--- src/rtl/data_register.sv ---
// Load-enable holding register with async active-low clear, load-status flags and a saturating load counter.
// Optional even-parity output r_par is enabled by defining DATA_REGISTER_PARITY_EN.
module data_register #(
  parameter int unsigned       WIDTH     = 8,
  parameter logic [WIDTH-1:0]  RESET_VAL = '0,
  parameter int unsigned       CNT_W     = 8
) (
  input  logic             clk,
  input  logic             rst,
  input  logic             ena,
  input  logic [WIDTH-1:0] data,
  output logic [WIDTH-1:0] r,
  output logic             loaded,
  output logic             changed,
  output logic [CNT_W-1:0] load_cnt
`ifdef DATA_REGISTER_PARITY_EN
  ,
  output logic             r_par
`endif
);

  always_ff @(posedge clk or negedge rst) begin
    if (!rst) begin
      r        <= RESET_VAL;
      loaded   <= 1'b0;
      changed  <= 1'b0;
      load_cnt <= '0;
    end else if (ena) begin
      r        <= data;
      loaded   <= 1'b1;
      changed  <= (data != r);
      // Saturate at all-ones instead of wrapping.
      if (load_cnt != '1) begin
        load_cnt <= load_cnt + CNT_W'(1);
      end
    end else begin
      changed  <= 1'b0;
    end
  end

`ifdef DATA_REGISTER_PARITY_EN
  always_ff @(posedge clk or negedge rst) begin
    if (!rst) begin
      r_par <= ^RESET_VAL;
    end else if (ena) begin
      r_par <= ^data;
    end
  end
`endif

endmodule

--- config.mk ---
export PLATFORM = sky130hd
export DESIGN_NAME = data_register
export DESIGN_NICKNAME = d
export VERILOG_FILES = /design/src/rtl/data_register.sv
export SDC_FILE = /design/constraint.sdc
export NUM_CORES = 1
export LEC_CHECK = 0
export ABC_AREA = 1
export CAP_MARGIN = 20
export CORE_MARGIN = 4
export CORE_UTILIZATION = 52
export CTS_BUF_LIST = sky130_fd_sc_hd__clkbuf_4 sky130_fd_sc_hd__clkbuf_8
export CTS_CLUSTER_SIZE = 40
export DETAILED_ROUTE_END_ITERATION = 16
export PLACE_DENSITY_LB_ADDON = 0.15
export SYNTH_ARGS = -nofsm -noshare
export SYNTH_HDL_FRONTEND = slang
export SYNTH_SLANG_ARGS = --single-unit
--- constraint.sdc ---
create_clock -name clk -period 1.8 [get_ports clk]
set_input_delay 0.36 -clock clk [delete_from_list [all_inputs] [get_ports clk]]
set_output_delay 0.36 -clock clk [all_outputs]
set_load 0.05 [all_outputs]
# Word-level counts from Yosys, hierarchy flattened
# Cells that the tools add are included.
# op_classes
n_eq_ne	2
add_sub_neg	1
n_mux	1
reduce_logical	1
# op_table
operator	n
8-bit by 1-bit adder with 8-bit output (second input constant)	1
8-bit inequality test	1
8-bit inequality test (second input constant)	1
2-bit AND reduction	1
1-bit two-way mux	1
# totals
word_cells	9
register_bits	18
inputBits	11

# Longest topological paths before layout
# depth
ltp_word	2
ltp_mapped	8

# Worst setup path before layout
# No wires, ideal clock.
# synth_timing
path_type	reg2reg
start	register load_cnt[0]
end	register load_cnt[5]
stages_incl_launch_ff	9
n_path_buf	0
setup_slack_ps	228
t_arrival_ps	1454
cell_sequence	dfrtp_1 -> ha_1 -> inv_1 -> nor2_4 -> nand2_4 -> nand2_8 -> inv_2 -> nand2_1 -> nand2_1
# synth_between
elab_chain_cells	2
word_cells_on_any_way	3
classes_between	1 x add/sub; 1 x eq/ne; 1 x reduce/logical
# synth_rtl
element	line	text
start: declaration	15	output logic [CNT_W-1:0] load_cnt
start signal: assignment	34	load_cnt <= load_cnt + CNT_W'(1);
branches (longest 2 deep; another with 8-bit by 1-bit adder with 8-bit output)	--	
# Parallel ways; which one is timed is not known.
# A chain may end at the register's enable or synchronous reset.

# Final worst setup path
# layout_timing
start	register load_cnt[2]
end	output port load_cnt[2]
# No word-level cell between the ends.

==> flow_metrics.py <==
metrics = {
    "status": {
        "outcome": "complete, no violations",
    },
    "setup_path": {
        "crit_cells": 1,
        "crit_arrival_ps": 1050,
        "crit_fanout": 7,
        "critPathMaxStageDelay_ps": 500,
        "cp-start-kind": "flop",
        "timing.rr.start": "load_cnt[0]$_DFFE_PN0P_",
        "cp_cell_sequence": "buf_4",
        "cp_num_buf_inv": 1,
        "crit_family": "flip-flops",
        "crit_type": "flop to primary output",
        "crit_required_ps": 1440,
        "crit_path_top_delay_cell": "dfrtp_1",
        "startpoint": "load_cnt[2]$_DFFE_PN0P_",
        "cp-end-kind": "primary output",
        "r2r_cells": 8,
    },
    "clock_network": {
        "clk_pin_slew_ps": 110,
        "clockBufferDepth": 2,
        "hold_buffers": 0,
        "worstSkewPairLatency_ps": 290,
        "post_cts_buffers": 0,
        "ctsResizeCount": 0,
        "clock-sinks": 18,
        "cts_inserted_buffers": 3,
        "cts.htree.levels": 1,
        "clockRootBuffer": "clkbuf_4",
        "cts_tree": "built",
    },
    "timing": {
        "tightest_slew_ps": 256,
        "fin_crit_ps": 1410,
        "fmax_mhz": 710,
        "slew_violations": 0,
        "setup_slack_ps": 391,
        "hold_viol_final": 0,
        "fin_setup_tns_ps": 0,
        "setup_viol": 0,
        "skew_ps": 9.26,
        "final.period_utilization_pct": 78.3,
        "slew_headroom_pct": 82.9,
        "rsz0062_at_grt": "false",
    },
    "die": {
        "die_x_um": 52.0,
        "die_h_um": 52.0,
        "io_pins": 29,
        "rows": 15,
        "core_mm2": 0.00178,
        "start_util_pct": 56.6,
        "die_area_mm2": 0.00271,
    },
    "layout": {
        "fin_util_pct": 73.9,
        "area_growth_pct": 30.6,
        "n_antenna_cell": 0,
        "drive_above_1_share_pct": 21.4,
        "nets": 181,
        "fillers": 155,
        "stdcell_area_mm2": 0.00132,
    },
    "placed_design": {
        "io_buffers": 28,
        "dpl_cell_area_mm2": 0.00128,
        "pre_cts_ws_ps": 292,
        "dp_hpwl_mm": 1.67,
        "gp_congestion": 0.845,
    },
    "power": {
        "comb_power_share_pct": 46.7,
        "p_seq_share_pct": 37.5,
        "power.leakage_nw": 0.720,
        "p_sw_share_pct": 46.6,
        "clkPwrFrac_pct": 15.8,
        "switching_power_uw": 741,
        "powerDensity_mw_per_mm2": 1210,
        "internal-power_uw": 848,
        "max-vdd-ir-drop_mv": 0.729,
    },
    "synth": {
        "synth.distinct_cells": 22,
        "synthArstFlopShare_pct": 100,
        "ys.flop_type": "dfrtp_1",
        "synth_fp_nets": 147,
        "synth_top_area_share_pct": 44.7,
        "synthTopCellsByCount": "nand2_1, inv_1, dfrtp_1",
        "ys_seq_elements": 18,
        "synth_area_mm2": 0.00101,
        "ys_seq_area_share_pct": 44.7,
        "yosys.area.top_type": "dfrtp_1",
        "synthTopCellsByArea": "dfrtp_1, nand2_1, inv_1",
        "synth_edf_count": 0,
        "avgSynthCellArea_um2": 7.47,
        "syn_inst": 135,
        "synth.most_common_cell": "nand2_1",
        "yosysWarnings": 0,
    },
    "job": {
        "maxCapViolCount": 0,
    },
    "grt": {
        "met1_usage_pct": 24.5,
        "grt-busiest-layer": "met2",
        "use_met3_pct": 3.72,
        "grtUsageMet2_pct": 31.8,
        "grt_max_degree": 19,
        "grt_usage_pct": 18.9,
        "grt_pass1_vias": 886,
        "grt.overflow.total": 0,
        "antenna_found_initial": 0,
        "grt_pass1_wl_mm": 3.76,
    },
    "route": {
        "vias_per_cell": 4.75,
        "ant_nets": 0,
        "drt-initial-drc-count": 20,
        "wl_per_cell_um": 11.2,
        "vias": 916,
        "wl_mm": 2.17,
        "dr.pass1.iters": 4,
        "drc": 0,
    },
    "min_path": {
        "hold_class": "primary input to asynchronous set/reset pin",
    },
}
[per-stage QoR]
stage	hold slack [ps]	instances	power [mW]
2_1_floorplan	64.4	135	1.11
3_3_place_gp	455	189	1.33
3_5_place_dp	458	189	1.35
4_1_cts	408	193	1.60
5_1_grt	417	193	1.69
6_report	396	193	1.59
[power by group through the flow]
| stage | sequential [mW] | clock, mW | combinational [mW] |
|---|---|---|---|
| 5_1_grt | 0.613 | 0.271 | 0.805 |
| 3_3_place_gp | 0.594 | 0 | 0.736 |
| 4_1_cts | 0.594 | 0.254 | 0.752 |
| 3_5_place_dp | 0.600 | 0 | 0.749 |
| 6_report | 0.596 | 0.251 | 0.743 |
| 2_1_floorplan | 0.861 | 0 | 0.252 |
[routing by layer]
metal  routed length, um  up-vias
met1                 952      421
met5                   0        -
li1                    -      464
met3                 154        2
met4                  14        0
met2                1050       29
[worst reg2reg max path, stage by stage (launching register included)]
cell     delay, ps
dfrtp_1        440
ha_1           250
inv_1           90
nor2_4         150
nand2_4         90
nand2_8         90
inv_2           50
nand2_1         50
nand2_1         50
[final timing paths]
kind                                           endpoint  slack (ps)
worst min-delay path            load_cnt[7]$_DFFE_PN0P_         400
worst min register to register       loaded$_DFFE_PN0P_         490
min in group clk                     loaded$_DFFE_PN0P_         490
worst max register to register  load_cnt[4]$_DFFE_PN0P_         440
worst max-delay path                        load_cnt[2]         390
max in group asynchronous              r[3]$_DFFE_PN0P_        1200
[registers in the layout (all words and copies together) (netlist names)]
signal / count
load_cnt: 8
loaded: 1
r: 8
changed: 1
[layout by cell type, fill, tap and decap left out, types with 3 or more instances in the layout]
cell type / synthesis / layout
clkdlybuf4s50_1: 0 / 10
dfrtp_1: 18 / 18
o21ai_0: 8 / 8
nand3_1: 3 / 3
nor2_1: 8 / 8
clkbuf_4: 0 / 3
inv_1: 22 / 22
buf_4: 0 / 21
nand2_1: 54 / 54
xnor2_1: 3 / 3
[kinds of logic (layout without fill, tap and decap cells)]
logic type               count (synthesis)  count (layout)  synth area share, %
AO/OA/AOI/OAI                           11              11                 5.46
XOR/XNOR                                 4               4                 4.22
adder cells (fa/ha/maj)                  1               1                 1.24
buffers and inverters                   26              59                 10.5
flip-flops                              18              18                 44.7
AND/OR/NAND/NOR                         75              75                 33.9
[final cells by class]
cell class | instances | area, um^2 | share of cell area, %
multi-input combinational | 91 | 452 | 34.3
sequential | 18 | 450 | 34.2
timing repair buffer | 31 | 258 | 19.6
inverter | 24 | 90.1 | 6.84
clock buffer | 4 | 36.3 | 2.75
tap | 25 | 31.3 | 2.37
Note: power is estimated with default switching activity, not from simulation.
